File: src/rtl/cue_shot_controller_if.sv
// Velocity write bus from the shot controller to the ball motion logic.
// The controller drives the master side; the ball logic listens on the slave side.
interface cue_shot_controller_if;
  logic               velocityWriteEnable;
  logic signed [10:0] outVelocityX;
  logic signed [10:0] outVelocityY;

  modport master (
    output velocityWriteEnable,
    output outVelocityX,
    output outVelocityY
  );

  modport slave (
    input velocityWriteEnable,
    input outVelocityX,
    input outVelocityY
  );
endinterface

File: src/rtl/cue_shot_controller.sv
// Cue aim/charge/fire stage: rotates the aim, charges power while held, fires a one-cycle
// velocity write on release, then waits for the ball to settle before re-enabling aim.
module cue_shot_controller #(
  parameter int unsigned MAX_POWER     = 200,
  parameter int unsigned MIN_POWER     = 8,
  parameter int unsigned POWER_STEP    = 4,
  parameter int unsigned ROTATE_FRAMES = 6,
  parameter int unsigned SETTLE_FRAMES = 30
) (
  input  logic                          clk,
  input  logic                          reset,
  input  logic                          startOfFrame,
  input  logic                          ballStopped,
  input  logic                          keyRotateCW,
  input  logic                          keyRotateCCW,
  input  logic                          keyCharge,
  cue_shot_controller_if.master         vel,
  output logic [3:0]                    aimAngle,
  output logic [7:0]                    power,
  output logic                          aimEnable,
  output logic [7:0]                    shotCount
);

  localparam logic [7:0] PowerMax   = 8'(MAX_POWER);
  localparam logic [7:0] PowerMin   = 8'(MIN_POWER);
  localparam logic [7:0] PowerStep  = 8'(POWER_STEP);
  localparam logic [7:0] PowerSat   = 8'(MAX_POWER - POWER_STEP);
  localparam logic [7:0] RotateLast = 8'(ROTATE_FRAMES - 1);
  localparam logic [7:0] SettleLast = 8'(SETTLE_FRAMES - 1);

  typedef enum logic [1:0] {StSettle, StAim, StCharge, StFire} state_e;

  state_e      state_q;
  logic [7:0]  settle_cnt_q;
  logic [7:0]  rotate_cnt_q;

  logic signed [7:0]  dir_x, dir_y;
  logic signed [15:0] prod_x, prod_y, power_s;
  logic signed [10:0] vel_x, vel_y;

  // Direction table: k*22.5 deg, X = round(64 cos), Y = -round(64 sin) (screen Y down).
  always_comb begin
    dir_x = 8'sd0;
    dir_y = 8'sd0;
    unique case (aimAngle)
      4'd0:  begin dir_x =  8'sd64; dir_y =  8'sd0;  end
      4'd1:  begin dir_x =  8'sd59; dir_y = -8'sd24; end
      4'd2:  begin dir_x =  8'sd45; dir_y = -8'sd45; end
      4'd3:  begin dir_x =  8'sd24; dir_y = -8'sd59; end
      4'd4:  begin dir_x =  8'sd0;  dir_y = -8'sd64; end
      4'd5:  begin dir_x = -8'sd24; dir_y = -8'sd59; end
      4'd6:  begin dir_x = -8'sd45; dir_y = -8'sd45; end
      4'd7:  begin dir_x = -8'sd59; dir_y = -8'sd24; end
      4'd8:  begin dir_x = -8'sd64; dir_y =  8'sd0;  end
      4'd9:  begin dir_x = -8'sd59; dir_y =  8'sd24; end
      4'd10: begin dir_x = -8'sd45; dir_y =  8'sd45; end
      4'd11: begin dir_x = -8'sd24; dir_y =  8'sd59; end
      4'd12: begin dir_x =  8'sd0;  dir_y =  8'sd64; end
      4'd13: begin dir_x =  8'sd24; dir_y =  8'sd59; end
      4'd14: begin dir_x =  8'sd45; dir_y =  8'sd45; end
      4'd15: begin dir_x =  8'sd59; dir_y =  8'sd24; end
      default: ;
    endcase
  end

  // Power is unsigned; zero-extend before the signed multiply, then floor-divide by 64.
  always_comb begin
    power_s = $signed({8'd0, power});
    prod_x  = 16'(dir_x) * power_s;
    prod_y  = 16'(dir_y) * power_s;
    vel_x   = 11'(prod_x >>> 6);
    vel_y   = 11'(prod_y >>> 6);
  end

  always_ff @(posedge clk) begin
    if (reset) begin
      state_q                 <= StSettle;
      settle_cnt_q            <= '0;
      rotate_cnt_q            <= '0;
      aimAngle                <= '0;
      power                   <= '0;
      aimEnable               <= 1'b0;
      shotCount               <= '0;
      vel.velocityWriteEnable <= 1'b0;
      vel.outVelocityX        <= '0;
      vel.outVelocityY        <= '0;
    end else begin
      unique case (state_q)
        StSettle: begin
          if (startOfFrame) begin
            if (!ballStopped) begin
              settle_cnt_q <= '0;
            end else if (settle_cnt_q == SettleLast) begin
              settle_cnt_q <= '0;
              state_q      <= StAim;
              aimEnable    <= 1'b1;
            end else begin
              settle_cnt_q <= settle_cnt_q + 8'd1;
            end
          end
        end
        StAim: begin
          // Charge wins over a rotation step landing in the same cycle.
          if (keyCharge) begin
            state_q      <= StCharge;
            power        <= '0;
            rotate_cnt_q <= '0;
          end else if (startOfFrame) begin
            if (keyRotateCW ^ keyRotateCCW) begin
              if (rotate_cnt_q == RotateLast) begin
                rotate_cnt_q <= '0;
                aimAngle     <= keyRotateCW ? aimAngle - 4'd1 : aimAngle + 4'd1;
              end else begin
                rotate_cnt_q <= rotate_cnt_q + 8'd1;
              end
            end else begin
              rotate_cnt_q <= '0;
            end
          end
        end
        StCharge: begin
          if (!keyCharge) begin
            if (power >= PowerMin) begin
              state_q                 <= StFire;
              aimEnable               <= 1'b0;
              vel.velocityWriteEnable <= 1'b1;
              vel.outVelocityX        <= vel_x;
              vel.outVelocityY        <= vel_y;
            end else begin
              state_q <= StAim;
              power   <= '0;
            end
          end else if (startOfFrame) begin
            power <= (power >= PowerSat) ? PowerMax : power + PowerStep;
          end
        end
        StFire: begin
          vel.velocityWriteEnable <= 1'b0;
          shotCount               <= shotCount + 8'd1;
          power                   <= '0;
          settle_cnt_q            <= '0;
          state_q                 <= StSettle;
        end
        default: state_q <= StSettle;
      endcase
    end
  end

endmodule

File: src/flat_wrapper.sv
// flat-port wrapper written by rule: the top's interface ports become plain ports
module cue_shot_controller_flat 
#(
  parameter int unsigned MAX_POWER     = 200,
  parameter int unsigned MIN_POWER     = 8,
  parameter int unsigned POWER_STEP    = 4,
  parameter int unsigned ROTATE_FRAMES = 6,
  parameter int unsigned SETTLE_FRAMES = 30
)
  (clk, reset, startOfFrame, ballStopped, keyRotateCW, keyRotateCCW, keyCharge, aimAngle, power, aimEnable, shotCount, vel_velocityWriteEnable, vel_outVelocityX, vel_outVelocityY);
  cue_shot_controller_if vel_i ();
  input  logic clk;
  input  logic reset;
  input  logic startOfFrame;
  input  logic ballStopped;
  input  logic keyRotateCW;
  input  logic keyRotateCCW;
  input  logic keyCharge;
  output logic [3:0] aimAngle;
  output logic [7:0] power;
  output logic aimEnable;
  output logic [7:0] shotCount;
  output wire logic [$bits(vel_i.velocityWriteEnable)-1:0] vel_velocityWriteEnable;
  output wire logic [$bits(vel_i.outVelocityX)-1:0] vel_outVelocityX;
  output wire logic [$bits(vel_i.outVelocityY)-1:0] vel_outVelocityY;
  assign vel_velocityWriteEnable = vel_i.velocityWriteEnable;
  assign vel_outVelocityX = vel_i.outVelocityX;
  assign vel_outVelocityY = vel_i.outVelocityY;
  cue_shot_controller #(.MAX_POWER(MAX_POWER), .MIN_POWER(MIN_POWER), .POWER_STEP(POWER_STEP), .ROTATE_FRAMES(ROTATE_FRAMES), .SETTLE_FRAMES(SETTLE_FRAMES)) u_core (.clk(clk), .reset(reset), .startOfFrame(startOfFrame), .ballStopped(ballStopped), .keyRotateCW(keyRotateCW), .keyRotateCCW(keyRotateCCW), .keyCharge(keyCharge), .vel(vel_i), .aimAngle(aimAngle), .power(power), .aimEnable(aimEnable), .shotCount(shotCount));
endmodule
File: config.mk
export PLATFORM = sky130hd
export DESIGN_NAME = cue_shot_controller_flat
export DESIGN_NICKNAME = d
export VERILOG_FILES = /design/src/rtl/cue_shot_controller_if.sv /design/src/rtl/cue_shot_controller.sv /design/src/flat_wrapper.sv
export SDC_FILE = /design/constraint.sdc
export NUM_CORES = 1
export LEC_CHECK = 0
export ABC_AREA = 1
export BUFFER_PORTS_ARGS = -buffer_cell sky130_fd_sc_hd__buf_2
export CORE_MARGIN = 2
export CORE_UTILIZATION = 35
export DETAILED_ROUTE_END_ITERATION = 8
export GPL_ROUTABILITY_DRIVEN = 0
export HOLD_SLACK_MARGIN = 0.12
export PLACE_DENSITY = 0.52
export SLEW_MARGIN = 20
export SYNTH_ARGS = -nofsm -noshare
export SYNTH_HDL_FRONTEND = slang
export SYNTH_SLANG_ARGS = --single-unit
File: constraint.sdc
create_clock -name clk -period 5.2 [get_ports clk]
set_input_delay 0.26 -clock clk [delete_from_list [all_inputs] [get_ports clk]]
set_output_delay 0.26 -clock clk [all_outputs]
set_load 0.01 [all_outputs]
### Yosys cells after proc, flatten, opt, wreduce, memory -nomap -nowiden

Memory sizes are Yosys's and may differ from the RTL's. A register that Yosys moved wholly into a read port is not among the register bits.
Cells that the tools add are included.

| word-level totals | value |
|---|---|
| flip-flop bits (word level) | 60 |
| bits in latches | 0 |
| RAM bits | 0 |
| bits in read-only memories | 256 |
| input bits | 7 |
| output and inout port bits | 44 |
| logic and storage cells | 83 |
| memories | 1 |

Memory list:

| name | depth | width | rd ports | clocked after Yosys merged registers in | write ports | line | RTL |
|---|---|---|---|---|---|---|---|
| (no name shown) | 16 | 16 | 1 | 1 | 0 | cue_shot_controller.sv:45 | `unique case (aimAngle)` |

| cells by class | value |
|---|---|
| add/sub/neg operators | 6 |
| $mul | 2 |
| div/mod/pow operators | 0 |
| order comparisons | 2 |
| eq/ne operators | 13 |
| shifts and indexed selects | 0 |
| muxes and demuxes | 33 |
| bitwise gates (word level) | 2 |
| reductions and logical operators | 14 |

Operators by type and width:

| cell | number |
|---|---|
| 2-to-1 mux 8 bit | 12 |
| multiplier 8 x 9 -> 16 bit | 2 |
| adder 8 x 1 -> 8 bit, second input constant | 3 |
| one-hot mux 8 bit (3 select lines) | 1 |
| one-hot mux 8 bit (2 select lines) | 1 |
| 2-to-1 mux 2 bit | 6 |
| 2-to-1 mux 4 bit | 3 |
| AND reduction 5 bit | 2 |
| adder 8 x 3 -> 8 bit, second input constant | 1 |
| == test 8 x 3 -> 1 bit, second input constant | 1 |
| == test 8 x 5 -> 1 bit, second input constant | 1 |
| greater-or-equal comparator 8 x 4 -> 1 bit, second input constant | 1 |
| greater-or-equal comparator 8 bit, second input constant | 1 |
| != test 2 bit, second input constant | 4 |
| one-hot mux 2 bit (4 select lines) | 1 |
| nonzero test 2 bit | 4 |
| 2-to-1 mux 1 bit | 7 |
| != test 3 bit, second input constant | 2 |
| AND reduction 3 bit | 2 |
| AND reduction 6 bit | 1 |
| adder 4 x 1 -> 4 bit, second input constant | 1 |
| == test 2 bit, second input constant | 2 |
| != test 2 x 1 -> 1 bit, second input constant | 2 |
| one-hot mux 1 bit (2 select lines) | 2 |
| 8 further kinds | 9 |

### Depth between registers and ports, before layout

| logic depth | value |
|---|---|
| word-level depth | 5 |
| gate-level depth with buffers | 25 |
| depth with buffers taken out | 23 |

### Worst setup path after synthesis

No wires, ideal clock.

| timing | value |
|---|---|
| path kind | register to register |
| start point | register u_core.power[6] |
| end point | register u_core.vel.outVelocityY[4] |
| library setup time | 0.115 ns |
| arrival | 4.213 ns |
| data required time | 5.085 ns |
| path slack | 0.872 ns |
| stages on the path, launching flop included | 21 |
| buffers on the path | 2 |
| period minus slack after synthesis | 4.328 ns |
| cell sequence | dfxtp_1 > clkbuf_1 > clkbuf_1 > nand2_1 > fa_1 > fa_1 > inv_1 > fa_1 > inv_1 > fa_1 > inv_1 > ha_1 > nand2_1 > nand2_1 > inv_1 > nor2_1 > nor2_1 > nand2_1 > xor2_1 > o21ai_0 > inv_1 |

| between the ends | value |
|---|---|
| cells in the longest elaborated chain, start to end | 2 |
| elaborated cells between the ends (all ways) | 3 |
| classes of those cells | mul: 1; order compare: 1; reduce/logical: 1 |

Ends and longest elaborated chain:

| what | line | RTL |
|---|---|---|
| start: declaration | cue_shot_controller.sv:19 | `output logic [7:0] power,` |
| start signal: assignment | cue_shot_controller.sv:134 | `power <= (power >= PowerSat) ? PowerMax : power + PowerStep;` |
| branches (longest 2 deep; another with multiplier 8 x 9 -> 16 bit) | n/a |  |
| end signal: assignment | cue_shot_controller.sv:128 | `vel.outVelocityY <= vel_y;` |
| end: declaration | cue_shot_controller_if.sv:11 | `output outVelocityY` |

Parallel ways; which one is timed is not known.
A chain may end at the register's enable or synchronous reset.

### Final worst setup path

| timing | value |
|---|---|
| start point | register u_core.power[2] |
| end point | register u_core.vel.outVelocityX[9] |

| between the ends | value |
|---|---|
| cells in the longest elaborated chain, start to end | 2 |
| elaborated cells between the ends (all ways) | 3 |
| classes of those cells | mul: 1; order compare: 1; reduce/logical: 1 |

Ends and longest elaborated chain:

| what | line | RTL |
|---|---|---|
| branches (longest 2 deep; another with multiplier 8 x 9 -> 16 bit) | n/a |  |
| end signal: assignment | cue_shot_controller.sv:127 | `vel.outVelocityX <= vel_x;` |
| end: declaration | cue_shot_controller_if.sv:10 | `output outVelocityX,` |

Parallel ways; which one is timed is not known.

==> reports/results.tsv <==
stage	metric	value	unit
outcome	status	complete, no violations	
timing	Tmin final	4.63	ns
timing	Final period util	0.890	
synth	Post-synth EDFFs	0	
cts	post_cts resized	0	
die	Starting Density	0.358	
hold_path	HP Class	in -> reg	
run	max_cap viols	0	
critical_path	reg2reg start	u_core.power[2]$_SDFFE_PP0P_	
global_route	initial antenna violation count	0	
timing	slew margin rel.	0.496	
drt	vias post-DR	6640	
hold_path	hold_sp	startOfFrame	
drt	Iteration-0 DRC Markers	380	
final_layout	area grow syn2layout	11.2	%
critical_path	critical path fanouts, max	20	
final_layout	share of cells above drive strength 1	0.0824	
die	FP Rows	54	
die	Die Ht	154	um
timing	setup TNS	0	ns
timing	worst hold slack	0.336	ns
global_route	total grt overflow	0	
cts	TritonCTS Buffers	9	
final_layout	fin util	0.398	
critical_path	critical path startpoint category	flop	
cts	cts hold-fix bufs	0	
cts	clk slew on worst S/H paths	0.07	ns
critical_path	Setup crit end kind	flop	
timing	RSZ-0062 raised after global routing	no	
drt	antenna viol nets, final	0	
die	Die W	154	um
drt	final wirelength	17.8	mm
pwr	PD cells	155	nW/um^2
pwr	worst vdd ir	0.128	mV
drt	number of iterations in the first detailed-routing pass	5	
critical_path	R2R Setup Slk	0.57	ns
synth	Distinct cells, synth	44	
final_layout	n_diodes	0	
drt	Routed wire per std cell	12.1	um
critical_path	worst r2r path cells	18	
timing	clk_skew	0.0120	ns
synth	sequential fraction of the synthesis area	0.189	
placement	count of input and output buffers	48	
drt	DRC errors left	0	
final_layout	area of the multi-input gates	5280	um^2
placement	detailed placement HPWL	13.8	mm
critical_path	Worst EP arrival	4.87	ns
synth	syn avg cell area	6.93	um^2
timing	achievable clock frequency	0.216	GHz
synth	Primary FF master, synth	dfxtp_1	
drt	Via density	4.52	
critical_path	Setup crit end	u_core.vel.outVelocityX[9]$_SDFFE_PP0P_	
synth	synth warn	0	
cts	CTS Root Cell	clkbuf_16	
final_layout	commonest non-fill, non-tap cell in the layout	nand2_1	
pwr	LEAKAGE	5.07	nW
die	core area	21900	um^2
global_route	overall routing resource usage	0.157	
synth	Synth area leaders	dfxtp_1 (19%), fa_1 (17%), ha_1 (14%)	
critical_path	crit path launch	u_core.power[2]$_SDFFE_PP0P_	
global_route	pin count of the biggest net entering global routing	37	
synth	cells after synthesis	1130	
synth	Post-Syn Area	7830	um^2
pwr	total power	0.00135	W
synth	cell taking the most area after synthesis	dfxtp_1	
timing	Fin. Hold Viols	0	
cts	CTS Sinks	74	
die	die area	23600	um^2
synth	post-synthesis register bit count	74	
timing	Setup violations, final	0	
global_route	global-route wire length before repair	30.6	mm
synth	ys async rst share	0	
final_layout	FF/Latch Area	1480	um^2
critical_path	WP data required	5.44	ns
global_route	vias in the first global route	6320	
cts	TritonCTS clock tree	yes	
synth	post-synth top area share	0.189	
cts	Setup Fix Bufs, Post-CTS	0	
cts	CTS Buffer Depth	2	
final_layout	most frequent cells in the layout	nand2_1 (297), inv_1 (260), nor2_1 (97), ha_1 (90), dfxtp_1 (74)	
die	I/O pin count	51	
timing	pins over their slew limit	0	
final_layout	filler cell count	2343	
critical_path	Worst R2R End	u_core.vel.outVelocityX[9]$_SDFFE_PP0P_	
cts	insertion delay to the later sink of the worst-skew pair	0.35	ns
timing	actual slew at the worst max-slew pin	0.755	ns
critical_path	critical path class	reg -> reg	
cts	H-tree levels	3	
final_layout	Final #Nets	1346	
-- area by class of cell --
cell class | count | share of cell area
multi-input cells | 782 | 0.606
flip-flops and latches | 74 | 0.170
clock buffers | 9 | 0.0259
repair buffers | 53 | 0.0319
clock inverters | 7 | 0.0116
inverters | 264 | 0.114
well taps | 280 | 0.0402
-- worst min path at each step --
| stage | to | slack [ns] | cells after the start |
|---|---|---|---|
| after floorplan | u_core.settle_cnt_q[1]$_SDFFE_PP0P_ | 0.46 | 2 |
| after global placement | u_core.vel.velocityWriteEnable$_SDFFE_PP0P_ | 0.45 | 2 |
| after detailed placement | u_core.vel.velocityWriteEnable$_SDFFE_PP0P_ | 0.45 | 2 |
| after CTS | u_core.settle_cnt_q[0]$_SDFFE_PP0P_ | 0.33 | 4 |
| after global routing | u_core.settle_cnt_q[0]$_SDFFE_PP0P_ | 0.35 | 4 |
| final | u_core.settle_cnt_q[0]$_SDFFE_PP0P_ | 0.34 | 4 |
-- metal layers --
layer,track usage,wire (um),vias up,part of all wire
met1,0.219,8710,3039,0.49
met4,0.0498,361,0,0.020
met2,0.255,8130,97,0.46
met3,0.0152,592,18,0.033
li1,-,-,3486,-
met5,0,0,-,0
-- state kept, by name, indices dropped and copies added, names as in the netlist --
name and flops:
u_core.dir_x 8, u_core.vel.outVelocityX 10, u_core.aimEnable 1, u_core.aimAngle 4, u_core.power 6, u_core.shotCount 8, u_core.vel.velocityWriteEnable 1, u_core.vel.outVelocityY 10
u_core.state_q 2, u_core.dir_y 8, u_core.rotate_cnt_q 8, u_core.settle_cnt_q 8
-- synthesized netlist by cell type (2+ instances only) --
cell	n
nor2_4	2
buf_4	6
a21oi_1	34
nand3_2	3
nor2_2	2
o21ai_0	24
o211ai_1	2
inv_1	260
buf_1	2
ha_1	90
fa_1	65
o21ai_2	2
nand2_2	6
a31oi_1	5
nand2_1	297
or2_2	6
xor2_1	11
a21o_1	4
buf_2	6
nor2_1	97
o21bai_1	4
nand4_1	8
nand3b_1	2
xnor2_1	7
nand3_4	2
dfxtp_1	74
inv_2	3
nor3b_1	2
conb_1	2
nor3_1	11
a21boi_0	2
clkbuf_1	13
nand3_1	65
-- metrics by stage --
step | std cells | instance area, um^2 | setup slack, ns
6_report | 1469 | 8710 | 0.572
3_3_place_gp | 1453 | 8380 | 0.660
2_1_floorplan | 1148 | 7900 | 0.872
4_1_cts | 1469 | 8710 | 0.566
5_1_grt | 1469 | 8710 | 0.181
3_5_place_dp | 1453 | 8380 | 0.596
-- where the power goes --
part           total (W)  internal (W)  switching (W)
Combinational  0.0000850     0.0000287      0.0000563
Sequential      0.000568      0.000567    0.000000906
Clock           0.000698      0.000425       0.000273
-- critical path: stages (launching register included) --
cell and delay (ns):
dfxtp_1 0.81, inv_1 0.24, nand2_1 0.15, fa_1 0.42, fa_1 0.51, fa_1 0.51, fa_1 0.54, inv_1 0.04
ha_1 0.34, nand2_1 0.14, inv_1 0.05, a21oi_1 0.26, nor2_1 0.08, nor2_1 0.12, nand2_1 0.06, nand2_1 0.05
nand3_1 0.06, nand2_1 0.08, inv_1 0.03
-- cells by family (layout without fill, tap and decap cells) --
kind of cell,after synthesis,after routing,share of synthesized area
compound gates,83,83,0.0614
xor+xnor,18,18,0.0201
buf+inv,292,333,0.145
other cells,2,20,0.000959
fa+ha+maj,155,155,0.310
flops,74,74,0.189
simple gates,506,506,0.273
(Power assumes the default switching activity.)
